==> src/rtl/module_spi_transfer_ctrl_pkg.sv <==
// Shared definitions for the SPI transfer engine: control-word field positions
// and the transfer FSM state type.
package spi_pkg;

    localparam int unsigned SEND_BIT   = 0;
    localparam int unsigned ALL_SS_BIT = 1;
    localparam int unsigned NTX_LSB    = 2;
    localparam int unsigned NTX_MSB    = 9;
    localparam int unsigned NRX_LSB    = 10;
    localparam int unsigned NRX_MSB    = 17;

    localparam int unsigned CTRL_ADDR  = 0;
    localparam int unsigned CNT_W      = 8;

    typedef enum logic [2:0] {
        ST_IDLE   = 3'd0,
        ST_LOAD   = 3'd1,
        ST_SHIFT  = 3'd2,
        ST_STORE  = 3'd3,
        ST_NEXT   = 3'd4,
        ST_FINISH = 3'd5
    } state_t;

endpackage

==> src/rtl/module_spi_transfer_ctrl_shifter.sv <==
// 8-bit SPI mode-0 shift engine: MSB first, SCLK idle low, CLK_DIV clk_i
// cycles per SCLK half-period; done_o pulses on the cycle of the 8th falling edge.
module module_spi_shifter #(
    parameter int unsigned CLK_DIV = 2
) (
    input  logic       clk_i,
    input  logic       rst_i,
    input  logic       start_i,
    input  logic [7:0] tx_byte_i,
    input  logic       miso_i,
    output logic       done_o,
    output logic [7:0] rx_byte_o,
    output logic       sclk_o,
    output logic       mosi_o
);

    localparam int unsigned DIV_W = (CLK_DIV > 1) ? $clog2(CLK_DIV) : 1;
    localparam logic [DIV_W-1:0] DIV_LAST = DIV_W'(CLK_DIV - 1);

    logic             active;
    logic [DIV_W-1:0] div_cnt;
    logic [3:0]       edge_cnt;
    logic [7:0]       tx_sr;
    logic [7:0]       rx_sr;
    logic             sclk_q;
    logic             tick;

    assign tick      = active && (div_cnt == DIV_LAST);
    assign done_o    = tick && (edge_cnt == 4'd15);
    assign sclk_o    = sclk_q;
    assign rx_byte_o = rx_sr;
    // MSB is presented straight from the load byte so MOSI is valid during LOAD.
    assign mosi_o    = start_i ? tx_byte_i[7] : tx_sr[7];

    always_ff @(posedge clk_i or posedge rst_i) begin
        if (rst_i) begin
            active   <= 1'b0;
            div_cnt  <= '0;
            edge_cnt <= '0;
            tx_sr    <= '0;
            rx_sr    <= '0;
            sclk_q   <= 1'b0;
        end else if (start_i) begin
            active   <= 1'b1;
            div_cnt  <= '0;
            edge_cnt <= '0;
            tx_sr    <= tx_byte_i;
            sclk_q   <= 1'b0;
        end else if (active) begin
            if (tick) begin
                div_cnt  <= '0;
                sclk_q   <= ~sclk_q;
                edge_cnt <= edge_cnt + 4'd1;
                if (!sclk_q) begin
                    rx_sr <= {rx_sr[6:0], miso_i};
                end else begin
                    tx_sr <= {tx_sr[6:0], 1'b0};
                end
                if (edge_cnt == 4'd15) begin
                    active <= 1'b0;
                end
            end else begin
                div_cnt <= div_cnt + DIV_W'(1);
            end
        end
    end

endmodule

==> src/rtl/module_spi_transfer_ctrl.sv <==
// SPI transfer engine on the register bank's interface-side port: latches the
// control word, shifts each data word's low byte out and writes the reply back.
module module_spi_transfer_ctrl
    import spi_pkg::*;
#(
    parameter int unsigned N          = 2,
    parameter int unsigned DATA_WIDTH = 32,
    parameter int unsigned CLK_DIV    = 2
) (
    input  logic                  clk_i,
    input  logic                  rst_i,
    output logic [N-1:0]          addr_o,
    input  logic [DATA_WIDTH-1:0] data_i,
    output logic                  wr_o,
    output logic [DATA_WIDTH-1:0] data_o,
    output logic                  hold_ctrl_o,
    output logic                  busy_o,
    input  logic                  miso_i,
    output logic                  sclk_o,
    output logic                  mosi_o,
    output logic                  cs_o
);

    state_t                state;
    logic [N-1:0]          ptr;
    logic [CNT_W-1:0]      tx_cnt;
    logic [CNT_W-1:0]      n_tx_end;
    logic [CNT_W-1:0]      rx_cnt;
    logic [DATA_WIDTH-1:0] ctrl_q;
    logic                  sh_start;
    logic                  sh_done;
    logic [7:0]            sh_rx;

    assign sh_start    = (state == ST_LOAD);
    assign busy_o      = (state != ST_IDLE);
    assign hold_ctrl_o = busy_o;
    assign wr_o        = (state == ST_STORE) || (state == ST_FINISH);

    always_comb begin
        addr_o = N'(CTRL_ADDR);
        if ((state == ST_LOAD) || (state == ST_SHIFT) ||
            (state == ST_STORE) || (state == ST_NEXT)) begin
            addr_o = ptr;
        end
    end

    always_comb begin
        data_o = '0;
        if (state == ST_STORE) begin
            data_o = DATA_WIDTH'(sh_rx);
        end else if (state == ST_FINISH) begin
            data_o                   = ctrl_q;
            data_o[SEND_BIT]         = 1'b0;
            data_o[NRX_MSB:NRX_LSB]  = rx_cnt;
        end
    end

    module_spi_shifter #(
        .CLK_DIV (CLK_DIV)
    ) u_shifter (
        .clk_i     (clk_i),
        .rst_i     (rst_i),
        .start_i   (sh_start),
        .tx_byte_i (data_i[7:0]),
        .miso_i    (miso_i),
        .done_o    (sh_done),
        .rx_byte_o (sh_rx),
        .sclk_o    (sclk_o),
        .mosi_o    (mosi_o)
    );

    always_ff @(posedge clk_i or posedge rst_i) begin
        if (rst_i) begin
            state    <= ST_IDLE;
            ptr      <= '0;
            tx_cnt   <= '0;
            n_tx_end <= '0;
            rx_cnt   <= '0;
            ctrl_q   <= '0;
            cs_o     <= 1'b1;
        end else begin
            case (state)
                ST_IDLE: begin
                    if (data_i[SEND_BIT]) begin
                        ctrl_q   <= data_i;
                        n_tx_end <= data_i[NTX_MSB:NTX_LSB];
                        ptr      <= N'(1);
                        tx_cnt   <= '0;
                        rx_cnt   <= '0;
                        cs_o     <= 1'b0;
                        state    <= ST_LOAD;
                    end
                end
                ST_LOAD: begin
                    state <= ST_SHIFT;
                end
                ST_SHIFT: begin
                    if (sh_done) begin
                        state <= ST_STORE;
                    end
                end
                ST_STORE: begin
                    if (rx_cnt != '1) begin
                        rx_cnt <= rx_cnt + CNT_W'(1);
                    end
                    state <= ST_NEXT;
                end
                ST_NEXT: begin
                    if (tx_cnt == n_tx_end) begin
                        cs_o  <= 1'b1;
                        state <= ST_FINISH;
                    end else begin
                        tx_cnt <= tx_cnt + CNT_W'(1);
                        // Word 0 is the control word, so the pointer skips it on wrap.
                        ptr    <= (ptr == '1) ? N'(1) : ptr + N'(1);
                        state  <= ST_LOAD;
                    end
                end
                ST_FINISH: begin
                    state <= ST_IDLE;
                end
                default: begin
                    state <= ST_IDLE;
                end
            endcase
        end
    end

endmodule

==> config.mk <==
export PLATFORM = sky130hd
export DESIGN_NAME = module_spi_transfer_ctrl
export DESIGN_NICKNAME = d
export VERILOG_FILES = /design/src/rtl/module_spi_transfer_ctrl_pkg.sv /design/src/rtl/module_spi_transfer_ctrl_shifter.sv /design/src/rtl/module_spi_transfer_ctrl.sv
export SDC_FILE = /design/constraint.sdc
export NUM_CORES = 1
export LEC_CHECK = 0
export CAP_MARGIN = 20
export CORE_ASPECT_RATIO = 1.1
export CORE_UTILIZATION = 44
export CTS_BUF_LIST = sky130_fd_sc_hd__clkbuf_4
export DETAILED_ROUTE_END_ITERATION = 12
export PLACE_DENSITY = 0.77
export SETUP_SLACK_MARGIN = 0.05
export SLEW_MARGIN = 30
export SYNTH_ARGS = -nofsm -noshare
export SYNTH_HDL_FRONTEND = slang
export SYNTH_HIERARCHICAL = 1
export SYNTH_SLANG_ARGS = --single-unit
export TNS_END_PERCENT = 30
==> constraint.sdc <==
create_clock -name clk_i -period 2.2 [get_ports clk_i]
set_input_delay 0.22 -clock clk_i [delete_from_list [all_inputs] [get_ports clk_i]]
set_output_delay 0.22 -clock clk_i [all_outputs]
set_load 0.01 [all_outputs]
Yosys cells after proc, flatten, opt, wreduce, memory -nomap -nowiden
Cells that the tools add are included.

operators by class
  bitwise gates (word level) = 2
  shifts and indexed selects = 0
  $mul = 0
  reduce and logical (&&, ||, !) cells = 21
  $lt $le $gt $ge = 0
  div/mod/pow operators = 0
  add/subtract/negate cells = 5
  eq/ne operators = 14
  muxes and demuxes = 37

operators by type and width
  operator             count
  $mux 32              2
  $mux 8               7
  $pmux 8 s2           2
  $add 8x1->8 const B  2
  $pmux 3 s5           1
  $mux 1               13
  $mux 4               3
  $reduce_and 3->1     4
  $reduce_bool 2->1    5
  $mux 3               3
  $eq 8x8->1           1
  $mux 2               4
  $ne 8x8->1 const B   1
  $eq 3x2->1 const B   2
  $eq 3x3->1 const B   2
  $ne 2x2->1 const B   3
  $reduce_and 2->1     3
  $add 4x1->4 const B  1
  $eq 4x4->1 const B   1
  $logic_or 1x1->1     4
  $ne 2x1->1 const B   2
  $pmux 2 s2           1
  $reduce_and 4->1     1
  $eq 3x1->1 const B   1
  other kinds (8)      10

word-level totals
  word-level logic and storage cells = 92
  bits in registers = 85
  input bits = 35
  memories = 0
  output and inout bits = 40
  RAM bits = 0
  latch bits = 0
  ROM bits = 0

Logic depth before layout (Yosys ltp)
  depth after elaboration = 5
  gate-level depth with buffers = 8
  mapped depth without buffers = 6

Modules after synthesis
The synthesis kept the hierarchy.

by module, submodules not included
  module                    seq. area each (um^2)  cells an instance  instances  area each (um^2)
  module_spi_transfer_ctrl  1127.3                 273                1          2398.6
  module_spi_shifter        575.6                  85                 1          1013.5

Worst setup path after synthesis
OpenSTA, ideal clock, no wires.

  kind = reg2reg
  start = register state[0]
  end = register u_shifter.rx_sr[0] (netlist: u_shifter/rx_byte_o[0])
  buffers on the path = 1
  arrival = 1.482 ns
  library setup time = 0.125 ns
  stages on the path, launching flop included = 5
  path slack = 0.593 ns
  required time = 2.075 ns
  period minus slack after synthesis = 1.607 ns
  cell sequence = dfrtp_1 -> nor3b_1 -> buf_2 -> nor3_4 -> mux2_2

between the ends
  cells in the longest elaborated chain, start to end = 3

ends and longest elaborated chain
  what                               line                                    source
  from (decl)                        module_spi_transfer_ctrl.sv:24          state_t state;
  from (signal assigned)             module_spi_transfer_ctrl.sv:74          state <= ST_IDLE;
  from (signal assigned)             module_spi_transfer_ctrl.sv:91          state <= ST_LOAD;
  from (signal assigned)             module_spi_transfer_ctrl.sv:95          state <= ST_SHIFT;
  $eq 3x1->1                         module_spi_transfer_ctrl.sv:34          assign sh_start = (state == ST_LOAD);
  via sh_start                       module_spi_transfer_ctrl.sv:30          logic sh_start;
  $not 1->1 (no source line)         n/a
  $reduce_and 4->1 (no source line)  n/a
  to (signal assigned)               module_spi_transfer_ctrl_shifter.sv:55  rx_sr <= {rx_sr[6:0], miso_i};
  to (decl)                          module_spi_transfer_ctrl_shifter.sv:24  logic [7:0] rx_sr;

The timed path passes the listed nets, and every way through them passes these cells.
A chain may end at the register's enable or synchronous reset.

Worst setup path after layout
  start = register state[1]
  end = output addr_o[0]

between the ends
  cells in the longest elaborated chain, start to end = 5
  elaborated cells on any way between the ends = 8
  those cells by class = eq/ne: 4; mux: 1; reduce/logical: 3

ends and longest elaborated chain
  what                                      line                            source
  $eq 3x1->1 or $eq 3x2->1 (tied branches)  module_spi_transfer_ctrl.sv:41  if ((state == ST_LOAD) || (state == ST_SHIFT) ||
  $logic_or 1x1->1 (2 in series)            module_spi_transfer_ctrl.sv:41
  $logic_or 1x1->1 (*)                      module_spi_transfer_ctrl.sv:42  (state == ST_STORE) || (state == ST_NEXT)) begin
  $mux 2 (*)                                module_spi_transfer_ctrl.sv:41
  to (decl)                                 module_spi_transfer_ctrl.sv:12  output logic [N-1:0] addr_o,

Mark *: on every way between the ends. The rest lies on a longest branch, timed or not.

==> metrics.csv <==
metric;value;unit
drtIter0Drc;156;
holdCritPathClass;input port to async pin;
cp-end-kind;output port;
grt_pass1_vias;2784;
yosys-top-cells-area;dfrtp_1 49%, nand2_1 9.8%, and2_1 5.1%;
setup_viol;1;
drt-pass1-iter-count;4;
worstSetupEndpoint;addr_o[0];
place_inst;520;
synth_area;3410;µm²
die_h;94.4;µm
place.gp.congestion;0.857;
violations;negative setup slack;
fmax;443;MHz
yosys_warnings;6;
whs;0.175;ns
p_per_area;1150;nW/µm²
switching_share;0.381;
area_delta_synth_final;30.1;%
final_nets;474;
max-cap-violations;0;
hold_viol;0;
cpMaxStageDelayCell;clkdlybuf4s50_1;
critPathLaunch;state[1];
post-dp-hpwl;5340;µm
avgSynthCellArea;9.53;µm²
r2r_setup_slack;0.27;ns
drive_gt1_frac;0.148;
p_leak;2.16;nW
track_usage;0.212;
period_minus_slack;2.26;ns
clockBufferDepth;2;
routed_wirelength;7880;µm
ir_drop;0.000761;V
overflow;0;
slowest_delay;0.52;ns
fill_cells;654;
grt_start_max_net_pins;46;
synth_edf_count;0;
power;5.09;mW
wire_per_inst;14.5;µm
viasPerCell;5.17;
antenna_found_initial;0;
cts_tree;yes;
arrival;2.04;ns
htreeDepth;3;
post-route-period-util;1.03;
cts_buffers;9;
ant_nets;0;
yosysMostFrequentCell;nand2_1;
rsz0062_at_grt;yes;
vias;2820;
pwr-share-clk;0.186;
start_kind;flip-flop;
grt_pass1_wl;13200;µm
worstPathRequired;1.98;ns
start_util;0.457;
crit_fanout;6;
status;finished with violations;
core_area;7470;µm²
synth_cell_type_count;48;
portBuffers;66;
rows;33;
clock_latency;0.41;ns
maxSlewViolCount;0;
switchingPower;1.94;mW
yosysTopAreaCell;dfrtp_1;
critPathKind;flip-flop to output port;
drc;0;
path_clk_slew;0.12;ns
final-instance-count-excl-fill;545;
synth.top_cell.area_share;0.491;
p_seq_frac;0.410;
max_slew.worst_pin.slew;0.718;ns
ys.flop_type;dfrtp_1;
syn_inst;358;
synth-seq-area-share;0.499;
holdBufCountCts;0;
die_area;8110;µm²
skew;0.0159;ns
timing.rr.start;state[0];
r2r-end;u_shifter/rx_byte_o[5];
synth-seq-cells;68;
cts_sinks;68;
die-width;86.0;µm
crit_chain;buf_4, nor2_4, xnor2_2, and2_1, clkdlybuf4s50_1;
synth_common_cells;89 x nand2_1, 67 x dfrtp_1, 28 x and2_1, 19 x nor2_1, 18 x nand3_1;
num_antenna_cells;0;
r2r_cells;5;
relSlewSlack;0.520;
finalInstanceArea;4440;µm²
syn_nets;397;
p_int;3.15;mW
postLayoutSetupSlackWorst;-0.0566;ns
synthArstFlopShare;1.00;
io_pins;75;
clockRootBuffer;clkbuf_4;
combPwrFrac;0.404;
dp_slack;0.129;ns
placed_area;4190;µm²
-- routing by layer --
metal | routed length [µm] | vias up | track usage
li1 | - | 1360 | -
met1 | 3430 | 1367 | 0.276
met2 | 3910 | 76 | 0.351
met3 | 298 | 17 | 0.0262
met4 | 242 | 0 | 0.108
met5 | 0 | - | 0
-- power by group through the flow --
stage / combinational (mW) / sequential [mW] / clock, mW
global placement: 1.86 / 2.09 / 0
CTS: 2.06 / 2.08 / 0.962
global route: 2.28 / 2.16 / 1.02
finish: 2.05 / 2.09 / 0.948
detailed placement: 1.94 / 2.11 / 0
floorplan: 1.45 / 1.97 / 0
-- through the flow --
| stage | util | setup TNS [ns] |
|---|---|---|
| after floorplan | - | 0 |
| after global placement | 0.560 | 0 |
| after detailed placement | 0.561 | 0 |
| after CTS | 0.593 | -0.150 |
| after global routing | 0.594 | -0.156 |
| final | 0.594 | -0.0566 |
-- how the worst min path moves through the flow --
| stage | end | slack [ns] | depth (start not counted) | from |
|---|---|---|---|---|
| finish | u_shifter/rx_byte_o[2] | 0.18 | 3 | rst_i |
| global route | u_shifter/edge_cnt[1] | 0.20 | 3 | rst_i |
| CTS | u_shifter/rx_byte_o[1] | 0.16 | 3 | rst_i |
| detailed placement | ctrl_q[29] | 0.45 | 2 | ctrl_q[29] |
| global placement | ctrl_q[18] | 0.45 | 2 | ctrl_q[18] |
| floorplan | u_shifter/active | 0.22 | 1 | rst_i |
-- layout make-up --
class / instances / area (µm²) / share of cell area
flip-flops and latches: 68 / 1710 / 0.384
multi-input cells: 263 / 1620 / 0.364
repair buffers: 85 / 791 / 0.178
well taps: 105 / 131 / 0.0296
clock inverters: 7 / 97.6 / 0.0220
clock buffers: 9 / 67.6 / 0.0152
inverters: 8 / 30.0 / 0.00676
-- state kept, by name (all words and copies together), names as in the netlist, 3 cells and up --
signal,flops
ctrl_q,16
n_tx_end,7
rx_cnt,8
state,3
tx_cnt,8
u_shifter/edge_cnt,4
u_shifter/rx_byte_o,8
u_shifter/tx_sr,8
-- what timing repair did --
| action | 4_1_cts | 5_1_grt |
|---|---|---|
| buffers inserted | 7 | 0 |
| endpoints found under the setup margin | 36 | 3 |
| pin swaps | 1 | 0 |
| resized for setup | 47 | 2 |
| gates cloned | 2 | 0 |
-- worst max-delay path, delay by kind of cell, from the launching register on --
kind | cells | cell delay, ns
DFF | 1 | 0.48
and+or+nand+nor | 2 | 0.31
xor gates and xnor gates | 1 | 0.14
buffers and inverters | 2 | 0.70
-- cell usage in the layout (no fill, tap or decap), drive strengths merged, types with 14 or more instances in the layout --
cell type,netlist,routed
and2,28,28
buf,12,19
clkdlybuf4s50,0,31
dfrtp,67,67
dlygate4sd2,0,34
nand2,90,90
nand3,18,18
nor2,20,20
o21ai,16,16
xnor2,14,14
-- cell families after synthesis --
| group | share of synthesized area |
|---|---|
| AND/OR/NAND/NOR | 0.254 |
| flip-flops | 0.499 |
| AO/OA/AOI/OAI | 0.0946 |
| buffers and inverters | 0.0385 |
| XOR/XNOR | 0.0462 |
| multiplexers | 0.0532 |
| adder cells (fa/ha/maj) | 0.0147 |
Power figures use the tool's default switching activity.
==> edit 1: new RTL, same flow settings <==
Register the inputs `data_i` and `miso_i` before use. The logic sees them one clock later.
--- a/src/rtl/module_spi_transfer_ctrl.sv
+++ b/src/rtl/module_spi_transfer_ctrl.sv
@@ -21,4 +21,12 @@
     output logic                  cs_o
 );
+
+    logic [DATA_WIDTH-1:0] data_q;
+    logic miso_q;
+
+    always_ff @(posedge clk_i) begin
+        data_q <= data_i;
+        miso_q <= miso_i;
+    end
 
     state_t                state;
@@ -62,6 +70,6 @@
         .rst_i     (rst_i),
         .start_i   (sh_start),
-        .tx_byte_i (data_i[7:0]),
-        .miso_i    (miso_i),
+        .tx_byte_i (data_q[7:0]),
+        .miso_i    (miso_q),
         .done_o    (sh_done),
         .rx_byte_o (sh_rx),
@@ -82,7 +90,7 @@
             case (state)
                 ST_IDLE: begin
-                    if (data_i[SEND_BIT]) begin
-                        ctrl_q   <= data_i;
-                        n_tx_end <= data_i[NTX_MSB:NTX_LSB];
+                    if (data_q[SEND_BIT]) begin
+                        ctrl_q   <= data_q;
+                        n_tx_end <= data_q[NTX_MSB:NTX_LSB];
                         ptr      <= N'(1);
                         tx_cnt   <= '0;
Function: changed (a bounded check fails within 4 cycles, from zero or initial values and one cycle with rst_i high).
==> edit 1 against the original RTL <==
- register-to-register slack improved by 0.05 ns
- total power rose by 13%
- wire length rose by 5.0%
- worst setup slack improved by 0.12 ns
- synthesized cell count rose by 8.9%
- worst hold slack got worse by 0.11 ns
- area after synthesis rose by 17%
- cell count rose by 6.4%
- first-iteration DRC count fell by 30%
- fmax rose by 5.6%
- cell area rose by 12%
- sequential share of layout area rose by 5.8 points
- sequential cell count rose by 25
- critical path depth did not move
- largest power group unchanged
==> edit 1: results (changes against the original RTL) <==
stage,metric,value,unit,change
run_status,status,"complete, no violations",,
critical_path,crit path from,state[2]$_DFFE_PP0P_,,
power_and_ir_drop,VDD IR max,0.537,mV,-29%
cells_and_area,FILL cells,800,,+22%
drt,DRT iter0 DRCs,109,,-30%
power_and_ir_drop,Leak,2.32,nW,+7.4%
clock_tree,"CTS clk-pin slew, worst paths",0.14,ns,+0.02 ns
synthesis,post-synth top area share,0.421,,-0.0703
power_and_ir_drop,Switch Pwr,2.06,mW,+6.6%
drt,Via density,5.16,,-0.20%
global_routing,via count of the first global-routing pass,2798,,+0.50%
synthesis,top post-synthesis cells by count,"nand2_1, dfrtp_1, and2_1",,
critical_path,CP endpoint,wr_o,,
cells_and_area,layout cells sized above 1,0.127,,-0.0211
global_routing,Tot GR Track Use,0.186,,-0.0264
place,Port Buffers,66,,unchanged
synthesis,synth unique cells,53,,+10%
synthesis,compound-gate portion of the synthesized area,0.0946,,about the same
cells_and_area,biggest regs,"data_q (24), ctrl_q (16)",,
global_routing,pin count of the biggest net entering global routing,33,,-28%
synthesis,Mapped Nets,429,,+8.1%
synthesis,Post-synth ARST share,0.731,,-0.269
sta,pin slew with the least headroom to its limit,0.708,ns,-0.0106 ns
synthesis,synth top area cells,"dfrtp_1, dfxtp_1, nand2_1",,
sta,final hold slack,0.0687,ns,-0.106 ns
place,Place WS,0.332,ns,+0.204 ns
place,RD Place Congestion,0.816,,-4.9%
sta,clock skew,0.0198,ns,+0.00388 ns
cells_and_area,NumNets Final,500,,+5.5%
cells_and_area,Largest register FFs,24,,+8
clock_tree,CTS root buf,clkbuf_4,,
clock_tree,clock buffer depth,2,,unchanged
place,Area after DPL,4770,µm²,+14%
synthesis,area share of xor/xnor cells in the synthesized design,0.0374,,-0.00881
synthesis,"Avg Cell Area, Syn",10.2,µm²,+7.1%
drt,WL final,8280,µm,+5.0%
critical_path,crit path max fanout,32,,+26
global_routing,first-pass GRT wire length,13600,µm,+2.6%
drt,Initial DRT Pass Iterations,4,,unchanged
place,DP Wirelength,5720,µm,+7.1%
power_and_ir_drop,logic gate share of total power,0.370,,-0.034
synthesis,sequential area share after synthesis,0.553,,+0.0543
cells_and_area,fin cells,580,,+6.4%
place,Cells after DPL,558,,+7.3%
sta,final period utilization,0.971,,-0.0547
power_and_ir_drop,cell-internal power,3.68,mW,+17%
synthesis,Ys Warns,6,,unchanged
clock_tree,clock latency on the worst-skew pair,0.43,ns,+0.02 ns
synthesis,Synth Area in Adders,0.0126,,-0.00210
synthesis,post-synthesis mux area share,0.0456,,-0.00760
critical_path,CP arrival,1.92,ns,-0.12 ns
critical_path,flop2flop setup slack,0.32,ns,+0.05 ns
drt,DRC,0,,unchanged
critical_path,worst flop-to-flop path endpoint,u_shifter/rx_byte_o[3]$_DFFE_PP0P_,,
power_and_ir_drop,power share of the clock group,0.182,,-0.004
clock_tree,CTS H-Tree Depth,3,,unchanged
[edit 1: how the worst min path moves through the flow]
stage,start,to,cells after the start
after floorplan,rst_i,u_shifter/active$_DFF_PP0_,1
after global placement,data_q[24]$_DFF_P_,ctrl_q[24]$_DFFE_PP0P_,2
after detailed placement,data_q[28]$_DFF_P_,ctrl_q[28]$_DFFE_PP0P_,2
after CTS,rst_i,u_shifter/tx_sr[5]$_DFFE_PP0P_,2
after global routing,rst_i,u_shifter/tx_sr[5]$_DFFE_PP0P_,2
final,rst_i,u_shifter/tx_sr[3]$_DFFE_PP0P_,2
[edit 1: layer usage]
layer / wire length (µm) / track usage / part of all wire / vias up
li1: - / - / - / 1453
met1: 3610 / 0.236 / 0.44 / 1481
met2: 4310 / 0.315 / 0.52 / 53
met3: 255 / 0.0293 / 0.031 / 8
met4: 108 / 0.0852 / 0.013 / 0
met5: 0 / 0 / 0 / -
[edit 1: final cells by class]
| class | instances | area [µm²] | share of cell area |
|---|---|---|---|
| multi-input combinational | 266 | 1640 | 0.329 |
| inverter | 8 | 30.0 | 0.00602 |
| timing repair buffer | 83 | 802 | 0.161 |
| sequential | 93 | 2210 | 0.443 |
| tap | 114 | 143 | 0.0286 |
| clock inverter | 7 | 95.1 | 0.0191 |
| clock buffer | 9 | 67.6 | 0.0136 |
[edit 1: what timing repair did]
action                     4_1_cts  5_1_grt
resized for setup               44       22
setup endpoints to repair       36        3
pin swaps                        1        1
hold buffers                     0        0
gates cloned                     0        0
buffers inserted                 3        3
[edit 1: critical path, cell delays in order, from the launching register on]
cell	delay, ns
dfrtp_2	0.42
buf_4	0.15
and3b_2	0.22
buf_12	0.16
or2_2	0.27
clkdlybuf4s15_1	0.25
==> edit 2: new RTL, same settings <==
Made on the original files. `CLK_DIV` is set to 2 in 2 places; all go to 1.
--- a/src/rtl/module_spi_transfer_ctrl_shifter.sv
+++ b/src/rtl/module_spi_transfer_ctrl_shifter.sv
@@ -2,5 +2,5 @@
 // cycles per SCLK half-period; done_o pulses on the cycle of the 8th falling edge.
 module module_spi_shifter #(
-    parameter int unsigned CLK_DIV = 2
+    parameter int unsigned CLK_DIV = 1
 ) (
     input  logic       clk_i,
--- a/src/rtl/module_spi_transfer_ctrl.sv
+++ b/src/rtl/module_spi_transfer_ctrl.sv
@@ -6,5 +6,5 @@
     parameter int unsigned N          = 2,
     parameter int unsigned DATA_WIDTH = 32,
-    parameter int unsigned CLK_DIV    = 2
+    parameter int unsigned CLK_DIV    = 1
 ) (
     input  logic                  clk_i,
Behaviour: not the same (Yosys sat finds a counterexample within 4 cycles, from zero or initial values and one cycle with rst_i high).
==> edit 2 against the original RTL <==
- non-clock buffer count is 3 higher
- worst setup slack better by 0.057 ns
- wire length is 4.0% lower
- largest cell class unchanged
- total power is 2.3% lower
- sequential share of layout area is 1.2 points higher
- die area is 0.72% higher
- area after synthesis is 0.73% higher
- cell area is 3.1% lower
- sequential cell count stayed put
- clock skew is 0.00089 ns lower
- critical path type unchanged
==> edit 2: results (changes against the original RTL) <==
stage,metric,value,unit,change
clock_tree,total CTS buffers,9,,unchanged
cells_and_area,Largest register FFs,16,,unchanged
global_routing,global-route met1 utilization,0.271,,-0.00516
global_routing,Tot GR Track Use,0.206,,-0.00682
synthesis,Ys Warns,6,,unchanged
drt,Via density,5.06,,-2.2%
cells_and_area,fin cells,540,,-0.92%
cells_and_area,NumNets Final,469,,-1.1%
critical_path,CP arrival,1.98,ns,-0.06 ns
clock_tree,postcts setup bufs,6,,-1
synthesis,top post-synthesis cells by count,"nand2_1, dfrtp_1, and2_1",,
drt,WL/cell,14.0,µm,-3.1%
place,DP Wirelength,5260,µm,-1.4%
critical_path,flop2flop setup slack,0.30,ns,+0.03 ns
synthesis,post-synthesis mux area share,0.0772,,+0.0240
synthesis,synth unique cells,53,,+10%
synthesis,synth top area cells,"dfrtp_1, nand2_1, mux2_2",,
drt,WL met2,3720,µm,-4.9%
synthesis,area share of xor/xnor cells in the synthesized design,0.0433,,-0.00288
critical_path,crit path max fanout,32,,+26
synthesis,compound-gate portion of the synthesized area,0.0834,,-0.0112
sta,Worst slew margin,0.546,,+0.0255
critical_path,CP endpoint,data_o[10],,
synthesis,sequential area share after synthesis,0.495,,-0.00363
drt,DRT iter0 DRCs,195,,+25%
place,Cells after DPL,512,,-1.5%
sta,post-layout worst setup margin,0.000496,ns,+0.0571 ns
place,Area after DPL,4240,µm²,+1.1%
place,RD Place Congestion,0.821,,-4.3%
run_status,status,"complete, no violations",,
synthesis,cells after synthesis,348,,-2.8%
power_and_ir_drop,Leak,2.08,nW,-3.8%
critical_path,Crit-path slowest cell,dfrtp_2,,
critical_path,crit path from,state[1]$_DFFE_PP0P_,,
drt,met3 WL,326,µm,+9.4%
sta,final hold slack,0.175,ns,+0.000199 ns
power_and_ir_drop,VDD IR max,0.689,mV,-9.4%
synthesis,Post-synth ARST share,1.00,,unchanged
drt,M1 WL,3360,µm,-2.0%
clock_tree,"CTS clk-pin slew, worst paths",0.11,ns,
global_routing,via count of the first global-routing pass,2717,,-2.4%
critical_path,max incr delay on CP,0.47,ns,-0.05 ns
cells_and_area,layout cells sized above 1,0.241,,+0.0937
place,Place WS,0.214,ns,+0.0850 ns
sta,clock skew,0.0150,ns,-0.000891 ns
clock_tree,post-cts resize count,39,,-17%
global_routing,met3 GRT Util,0.0341,,+0.00787
global_routing,pin count of the biggest net entering global routing,46,,unchanged
global_routing,met2 usage,0.335,,-0.0159
synthesis,Synth Area in Adders,0.0146,,-0.000107
synthesis,Mapped Nets,387,,-2.5%
global_routing,first-pass GRT wire length,13000,µm,-1.7%
edit 2: changes by cell type after synthesis, moves of 3 or more:
| cell | change |
|---|---|
| o21ai_0 | -6 |
| nand3_1 | -3 |
| mux2i_1 | -4 |
| mux2_2 | +11 |
| nand2_1 | -9 |
edit 2: power breakdown:
group	switching (mW)	total, mW	internal [mW]
combinational	1.08	2.24	1.16
clock	0.432	0.647	0.215
sequential	0.363	2.09	1.72
total	1.87	4.97	3.10
edit 2: worst reg2reg max path: stages, from the launching register on:
cell	delay, ns
dfrtp_2	0.48
nor3b_4	0.18
buf_4	0.13
buf_4	0.17
nor3b_4	0.44
mux2_2	0.39
edit 2: area by class of cell:
type / instances / area [µm²]
clock buffer: 9 / 67.6
clock inverter: 7 / 33.8
fill: 687 / 3210
inverter: 10 / 37.5
multi-input combinational: 253 / 1630
sequential: 68 / 1710
tap: 105 / 131
timing repair buffer: 88 / 697
